File: config.mk
export PLATFORM = sky130hd
export DESIGN_NAME = ad7989_capture
export DESIGN_NICKNAME = d
export VERILOG_FILES = /design/src/rtl/ad7989_pkg.sv /design/src/rtl/ad7989_sck_shift.sv /design/src/rtl/ad7989_capture.sv
export SDC_FILE = /design/constraint.sdc
export NUM_CORES = 1
export LEC_CHECK = 0
export ABC_AREA = 0
export ABC_CLOCK_PERIOD_IN_PS = 3120
export CAP_MARGIN = 10
export CORE_MARGIN = 2
export CORE_UTILIZATION = 45
export CTS_CLUSTER_SIZE = 8
export DETAILED_ROUTE_END_ITERATION = 10
export PLACE_DENSITY = 0.7
export SYNTH_ARGS = -nofsm -noshare
export SYNTH_HDL_FRONTEND = slang
export SYNTH_SLANG_ARGS = --single-unit
File: constraint.sdc
create_clock -name CLK -period 3.12 [get_ports CLK]
set_clock_uncertainty 0.1 [all_clocks]
set_input_delay 0.624 -clock CLK [delete_from_list [all_inputs] [get_ports CLK]]
set_output_delay 0.624 -clock CLK [all_outputs]
set_load 0.05 [all_outputs]
File: src/rtl/ad7989_pkg.sv
// rtl/ad7989_pkg.sv - shared types and constants for the AD7989 capture block
//
// Purpose : state encoding, word layout constants and the FIFO word packer
//           shared by ad7989_capture and ad7989_sck_shift.
// Ports   : none (package).
package ad7989_pkg;

  typedef enum logic [1:0] {
    IDLE  = 2'd0,
    CONV  = 2'd1,
    READ  = 2'd2,
    WRITE = 2'd3
  } state_t;

  localparam int DATA_BITS  = 18;
  localparam int TAG_MSB    = 31;
  localparam int TAG_LSB    = 24;
  localparam int TAG_W      = TAG_MSB - TAG_LSB + 1;
  localparam int SAMPLE_MSB = 17;
  localparam int SCK_PULSES = 18;

  // FIFO word: [31:24] tag, [23:18] zero, [17:0] sample.
  function automatic logic [31:0] pack_word(input logic [TAG_W-1:0]     tag,
                                            input logic [DATA_BITS-1:0] sample);
    logic [31:0] w;
    w                   = '0;
    w[TAG_MSB:TAG_LSB]  = tag;
    w[SAMPLE_MSB:0]     = sample;
    return w;
  endfunction

endpackage

File: src/rtl/ad7989_sck_shift.sv
// rtl/ad7989_sck_shift.sv - SCK generator and SDO shift register for one AD7989 readout
//
// Purpose : on start, emits 18 SCK pulses (SCK_HALF cycles low, then SCK_HALF
//           cycles high) and shifts ADC_SDO in MSB first on the last cycle of
//           each high phase.
// Ports   : CLK, RST       - clock, async active-high reset
//           start          - one-cycle pulse, readout begins next cycle
//           sdo            - ADC serial data
//           sck            - registered serial clock, idles low
//           sample_next    - shift register contents including the bit being sampled now
//           done           - high on the cycle the final bit is sampled
module ad7989_sck_shift
  import ad7989_pkg::*;
#(
  parameter int SCK_HALF = 2
) (
  input  logic                 CLK,
  input  logic                 RST,
  input  logic                 start,
  input  logic                 sdo,
  output logic                 sck,
  output logic [DATA_BITS-1:0] sample_next,
  output logic                 done
);

  localparam logic [3:0] HALF_END  = 4'(SCK_HALF - 1);
  localparam logic [4:0] LAST_PULSE = 5'(SCK_PULSES - 1);

  logic                 active_q;
  logic                 sck_q;
  logic [3:0]           div_q;
  logic [4:0]           pulse_q;
  logic [DATA_BITS-1:0] shift_q;
  logic                 half_end;

  assign half_end    = (div_q == HALF_END);
  assign sample_next = {shift_q[DATA_BITS-2:0], sdo};
  // Final bit is sampled combinationally so the parent can register the
  // complete word on the same edge that ends the readout.
  assign done        = active_q && sck_q && half_end && (pulse_q == LAST_PULSE);
  assign sck         = sck_q;

  always_ff @(posedge CLK or posedge RST) begin
    if (RST) begin
      active_q <= 1'b0;
      sck_q    <= 1'b0;
      div_q    <= '0;
      pulse_q  <= '0;
      shift_q  <= '0;
    end else if (start) begin
      active_q <= 1'b1;
      sck_q    <= 1'b0;
      div_q    <= '0;
      pulse_q  <= '0;
    end else if (active_q) begin
      if (half_end) begin
        div_q <= '0;
        sck_q <= ~sck_q;
        if (sck_q) begin
          // End of a high phase: capture SDO just before SCK falls.
          shift_q <= sample_next;
          if (pulse_q == LAST_PULSE) begin
            active_q <= 1'b0;
          end else begin
            pulse_q <= pulse_q + 5'd1;
          end
        end
      end else begin
        div_q <= div_q + 4'd1;
      end
    end
  end

endmodule

File: src/rtl/ad7989_capture.sv
// rtl/ad7989_capture.sv - AD7989 3-wire conversion/readout driver feeding the sample FIFO
//
// Purpose : paces conversions at SAMPLE_PERIOD, holds ADC_CNV for CONV_CYCLES,
//           reads 18 bits via ad7989_sck_shift, and writes one tagged 32-bit
//           word per conversion, counting words dropped on FIFO_FULL.
// Ports   : CLK, RST      - 100 MHz clock, async active-high reset
//           EN            - sampling enable
//           ADC_CNV       - convert start, high during conversion
//           ADC_SCK       - serial clock, idles low
//           ADC_SDO       - ADC serial data, MSB first
//           FIFO_DATA     - {tag, 6'b0, sample}
//           FIFO_WR_EN    - one-cycle write strobe
//           FIFO_FULL     - FIFO full flag
//           BUSY          - high whenever not IDLE
//           OVERFLOW_CNT  - dropped samples, saturating
module ad7989_capture
  import ad7989_pkg::*;
#(
  parameter int SAMPLE_PERIOD = 250,
  parameter int CONV_CYCLES   = 160,
  parameter int SCK_HALF      = 2
) (
  input  logic        CLK,
  input  logic        RST,
  input  logic        EN,
  output logic        ADC_CNV,
  output logic        ADC_SCK,
  input  logic        ADC_SDO,
  output logic [31:0] FIFO_DATA,
  output logic        FIFO_WR_EN,
  input  logic        FIFO_FULL,
  output logic        BUSY,
  output logic [15:0] OVERFLOW_CNT
);

  localparam int CNT_W  = $clog2(SAMPLE_PERIOD + 1);
  localparam int CONV_W = $clog2(CONV_CYCLES + 1);
  localparam logic [CNT_W-1:0]  CNT_LAST  = CNT_W'(SAMPLE_PERIOD - 1);
  localparam logic [CONV_W-1:0] CONV_LAST = CONV_W'(CONV_CYCLES - 1);

  state_t               state_q;
  logic [CNT_W-1:0]     cnt_q;
  logic [CONV_W-1:0]    conv_cnt_q;
  logic                 cnv_q;
  logic                 wr_q;
  logic                 busy_q;
  logic [31:0]          data_q;
  logic [TAG_W-1:0]     tag_q;
  logic [15:0]          overflow_q;

  logic                 start;
  logic                 conv_last;
  logic                 read_start;
  logic                 read_done;
  logic [DATA_BITS-1:0] sample_next;

  assign start      = EN && (cnt_q == '0) && (state_q == IDLE);
  assign conv_last  = (conv_cnt_q == CONV_LAST);
  assign read_start = (state_q == CONV) && conv_last;

  // Sample-rate timebase; parked at 0 while disabled so re-enabling starts
  // a conversion on the very next edge.
  always_ff @(posedge CLK or posedge RST) begin
    if (RST) begin
      cnt_q <= '0;
    end else if (!EN || (cnt_q == CNT_LAST)) begin
      cnt_q <= '0;
    end else begin
      cnt_q <= cnt_q + 1'b1;
    end
  end

  ad7989_sck_shift #(
    .SCK_HALF (SCK_HALF)
  ) u_sck_shift (
    .CLK         (CLK),
    .RST         (RST),
    .start       (read_start),
    .sdo         (ADC_SDO),
    .sck         (ADC_SCK),
    .sample_next (sample_next),
    .done        (read_done)
  );

  always_ff @(posedge CLK or posedge RST) begin
    if (RST) begin
      state_q    <= IDLE;
      conv_cnt_q <= '0;
      cnv_q      <= 1'b0;
      wr_q       <= 1'b0;
      busy_q     <= 1'b0;
      data_q     <= '0;
      tag_q      <= '0;
      overflow_q <= '0;
    end else begin
      wr_q <= 1'b0;
      case (state_q)
        IDLE: begin
          if (start) begin
            state_q    <= CONV;
            cnv_q      <= 1'b1;
            conv_cnt_q <= '0;
            busy_q     <= 1'b1;
          end
        end
        CONV: begin
          if (conv_last) begin
            state_q <= READ;
            cnv_q   <= 1'b0;
          end else begin
            conv_cnt_q <= conv_cnt_q + 1'b1;
          end
        end
        READ: begin
          // The write decision is taken on the final READ edge so that both
          // the strobe and the word are flops during the WRITE cycle.
          if (read_done) begin
            state_q <= WRITE;
            if (!FIFO_FULL) begin
              wr_q   <= 1'b1;
              data_q <= pack_word(tag_q, sample_next);
            end else if (overflow_q != 16'hFFFF) begin
              overflow_q <= overflow_q + 16'd1;
            end
          end
        end
        WRITE: begin
          // Tag advances on dropped words too, leaving visible gaps.
          state_q <= IDLE;
          busy_q  <= 1'b0;
          tag_q   <= tag_q + 1'b1;
        end
        default: begin
          state_q <= IDLE;
          busy_q  <= 1'b0;
        end
      endcase
    end
  end

  assign ADC_CNV      = cnv_q;
  assign FIFO_WR_EN   = wr_q;
  assign FIFO_DATA    = data_q;
  assign BUSY         = busy_q;
  assign OVERFLOW_CNT = overflow_q;

endmodule

==> results_dict.tcl <==
set metrics [dict create \
    start_kind "flip-flop" \
    initialDrtViolationCount 104 \
    io_pins 57 \
    numCtsBuffers 9 \
    synth_top_area_share_pct 55.76 \
    grt_pass1_vias 2697 \
    cts_resized 0 \
    avgRoutedWirePerCell_um 13.41 \
    drtPass1Iterations 4 \
    worst_hold_path_type "reg2reg" \
    cts_max_path_buffers 2 \
    power_per_cell_area_mw_per_mm2 533.3 \
    peakVddDrop_v 0.0004801 \
    crit_buf_inv 2 \
    drt_wl_total_mm 7.578 \
    insertion_delay_ns 0.37 \
    postLayoutCellArea_mm2 0.005304 \
    period_needed_ns 2.465 \
    async_reset_ff_share_pct 100.0 \
    drive_gt1_share_pct 17.36 \
    syn-cell-area_mm2 0.004443 \
    yosysTopAreaCell "dfrtp_1" \
    slew_violations 0 \
    r2r_cells 6 \
    reg2reg_slack_ns 0.65 \
    power.switching_mw 0.8742 \
    start_util_pct 45.88 \
    antenna_found_initial 0 \
    rows 36 \
    final_antenna_net_count 0 \
    maxClockFrequency_mhz 405.6 \
    seqPwrFrac_pct 51.9 \
    crit_arrival_ns 2.61 \
    holdPathEnd "tag_q[7]" \
    max_slew_margin_pct 38.63 \
    critical-path-top-delay-family "simple AND/OR/NAND/NOR gates" \
    die_y_um 103.4 \
    critPathSlowestCell "and4_1" \
    startpoint "state_q[1]" \
    ys_warn_count 0 \
    netlist_instances 374 \
    worst_pin_slew_ns 0.9128 \
    cp_data_required_time_ns 3.27 \
    place_area_mm2 0.005085 \
    power_frac_clock_pct 31.3 \
    setup_tns_ns 0 \
    maxCapViolCount 0 \
    cts_tree "done" \
    num_antenna_cells 0 \
    min_period_over_period_pct 79.02 \
    area_growth_pct 19.37 \
    gp_congestion 0.7899 \
    synth_area_leaders "dfrtp_1, mux2_2, ha_1" \
    setup_slack_ns 0.6546 \
    ys_seq_area_share_pct 55.76 \
    vias 2909 \
    die_area_mm2 0.01068 \
    p_int_mw 1.955 \
    hold_start "tag_q[7]" \
    power_mw 2.829 \
    cp_cell_sequence "inv_1 -> ha_1 -> and4_1 -> nand2b_1 -> buf_4 -> mux2_2" \
    hold_viol_final 0 \
    rsz0062_at_grt "no" \
    cts_sinks 99 \
    die_w_um 103.4 \
    cts-root-buf "clkbuf_8" \
    track_usage_pct 15.29 \
    place_ws_ns 0.4284 \
    synthFlopType "dfrtp_1" \
    synth-edff-count 0 \
    cpPeakStageDelay_ns 0.58 \
    drc_errors 0 \
    nNetsFinal 446 \
    path_clk_slew_ns 0.10 \
    post_drt_via_cell_ratio 5.149 \
    cts_max_level 3 \
    post-synth-top-count-cell "dfrtp_1" \
    yosysUniqueCellTypes 45 \
    hold_depth 1 \
    setup_viol 0 \
    timing.rr.start "state_q[1]" \
    place.port_buffers 50 \
    cp-end-kind "flip-flop" \
    p_comb_share_pct 16.9 \
    status "complete, no violations" \
    grt_max_degree 100 \
    synthTopCellsByCount "dfrtp_1, mux2_2, nor2_1, nand2_1, xor2_1" \
    crit_type "reg2reg" \
    dp.final_hpwl_mm 5.170 \
    avgSynthCellArea_um2 11.88 \
    synth-seq-cells 99 \
    switching_share_pct 30.90 \
    grt_pass1_wl_mm 12.93 \
    post-cts-setup-buffers 0 \
    holdBufCountCts 0 \
    cp_max_fo 17 \
    r2r-end "u_sck_shift.shift_q[6]" \
    core_mm2 0.009684 \
    cellLeakagePower_nw 2.513 \
    grt_overflow 0 \
]
==> stage by stage <==
stage,utilization (%),hold WS [ns],instances
detailed placement,52.51,0.3765,549
global placement,52.51,0.3550,549
global route,54.77,0.4028,565
floorplan,-,0.3362,379
CTS,54.77,0.4027,565
finish,54.77,0.3890,565
==> layout make-up <==
cell class                      instances  area (um^2)
Fill cell                             813         4380
Sequential cell                        99         2477
Multi-Input combinational cell        250         1838
Timing Repair Buffer                   56        558.0
Tap cell                              133        166.4
Clock buffer                            9        123.9
Clock inverter                          7        95.09
Inverter                               11        45.04
==> how the worst max path moves through the flow <==
stage                                    to  slack (ns)  depth (start not counted)
global placement              conv_cnt_q[3]        0.48                          5
CTS                  u_sck_shift.shift_q[6]        0.62                          6
finish               u_sck_shift.shift_q[6]        0.65                          6
global route        u_sck_shift.shift_q[10]        0.47                          6
detailed placement            conv_cnt_q[3]        0.43                          5
floorplan                     FIFO_DATA[10]        0.69                          8
==> power by group through the flow <==
stage / registers, mW / logic (mW) / clock network [mW]
after floorplan: 1.51 / 0.352 / 0
after global placement: 1.49 / 0.463 / 0
after detailed placement: 1.50 / 0.480 / 0
after CTS: 1.47 / 0.485 / 0.909
after global routing: 1.48 / 0.541 / 0.955
final: 1.47 / 0.477 / 0.885
==> state kept, by name (all words and copies together), names as in the netlist, 4 cells and up <==
signal,cells
OVERFLOW_CNT,16
u_sck_shift.pulse_q,5
cnt_q,8
conv_cnt_q,8
u_sck_shift.div_q,4
tag_q,8
u_sck_shift.shift_q,17
FIFO_DATA,26
==> kinds of logic after synthesis <==
| logic type | synth area share, % |
|---|---|
| mux | 12.14 |
| xor+xnor | 6.308 |
| compound gates | 4.816 |
| flops | 55.76 |
| buf+inv | 3.351 |
| other cells | 0.08440 |
| simple gates | 13.60 |
| fa+ha+maj | 3.943 |
==> layer usage <==
| layer | up-vias | track usage, % | routed length (um) |
|---|---|---|---|
| met5 | - | 0 | 0 |
| met4 | 0 | 4.150 | 68 |
| met3 | 5 | 3.831 | 274 |
| met2 | 60 | 24.07 | 3677 |
| met1 | 1435 | 21.25 | 3557 |
| li1 | 1409 | - | - |
==> cells in the final DEF (no fill, tap or decap), types with 2 or more instances in the layout <==
cell type	synthesis	final
nor4_1	2	2
inv_8	0	3
and4_1	5	5
xor2_1	18	18
o31ai_1	2	2
nor2_1	29	29
clkdlybuf4s50_1	0	50
mux2_2	47	47
conb_1	1	6
ha_1	14	14
buf_4	6	5
inv_1	11	10
a21oi_1	10	10
and2_1	5	5
clkinvlp_4	0	3
dfrtp_1	99	99
a21o_1	3	3
or3_1	3	3
nand3_1	11	11
xnor2_1	14	14
nor3_1	11	11
nand2_1	27	27
clkbuf_8	0	9
a22o_1	3	3
and3_1	4	4
o21ai_0	4	4
nand4_1	13	13
No activity file was read; power rests on OpenSTA's default activity.
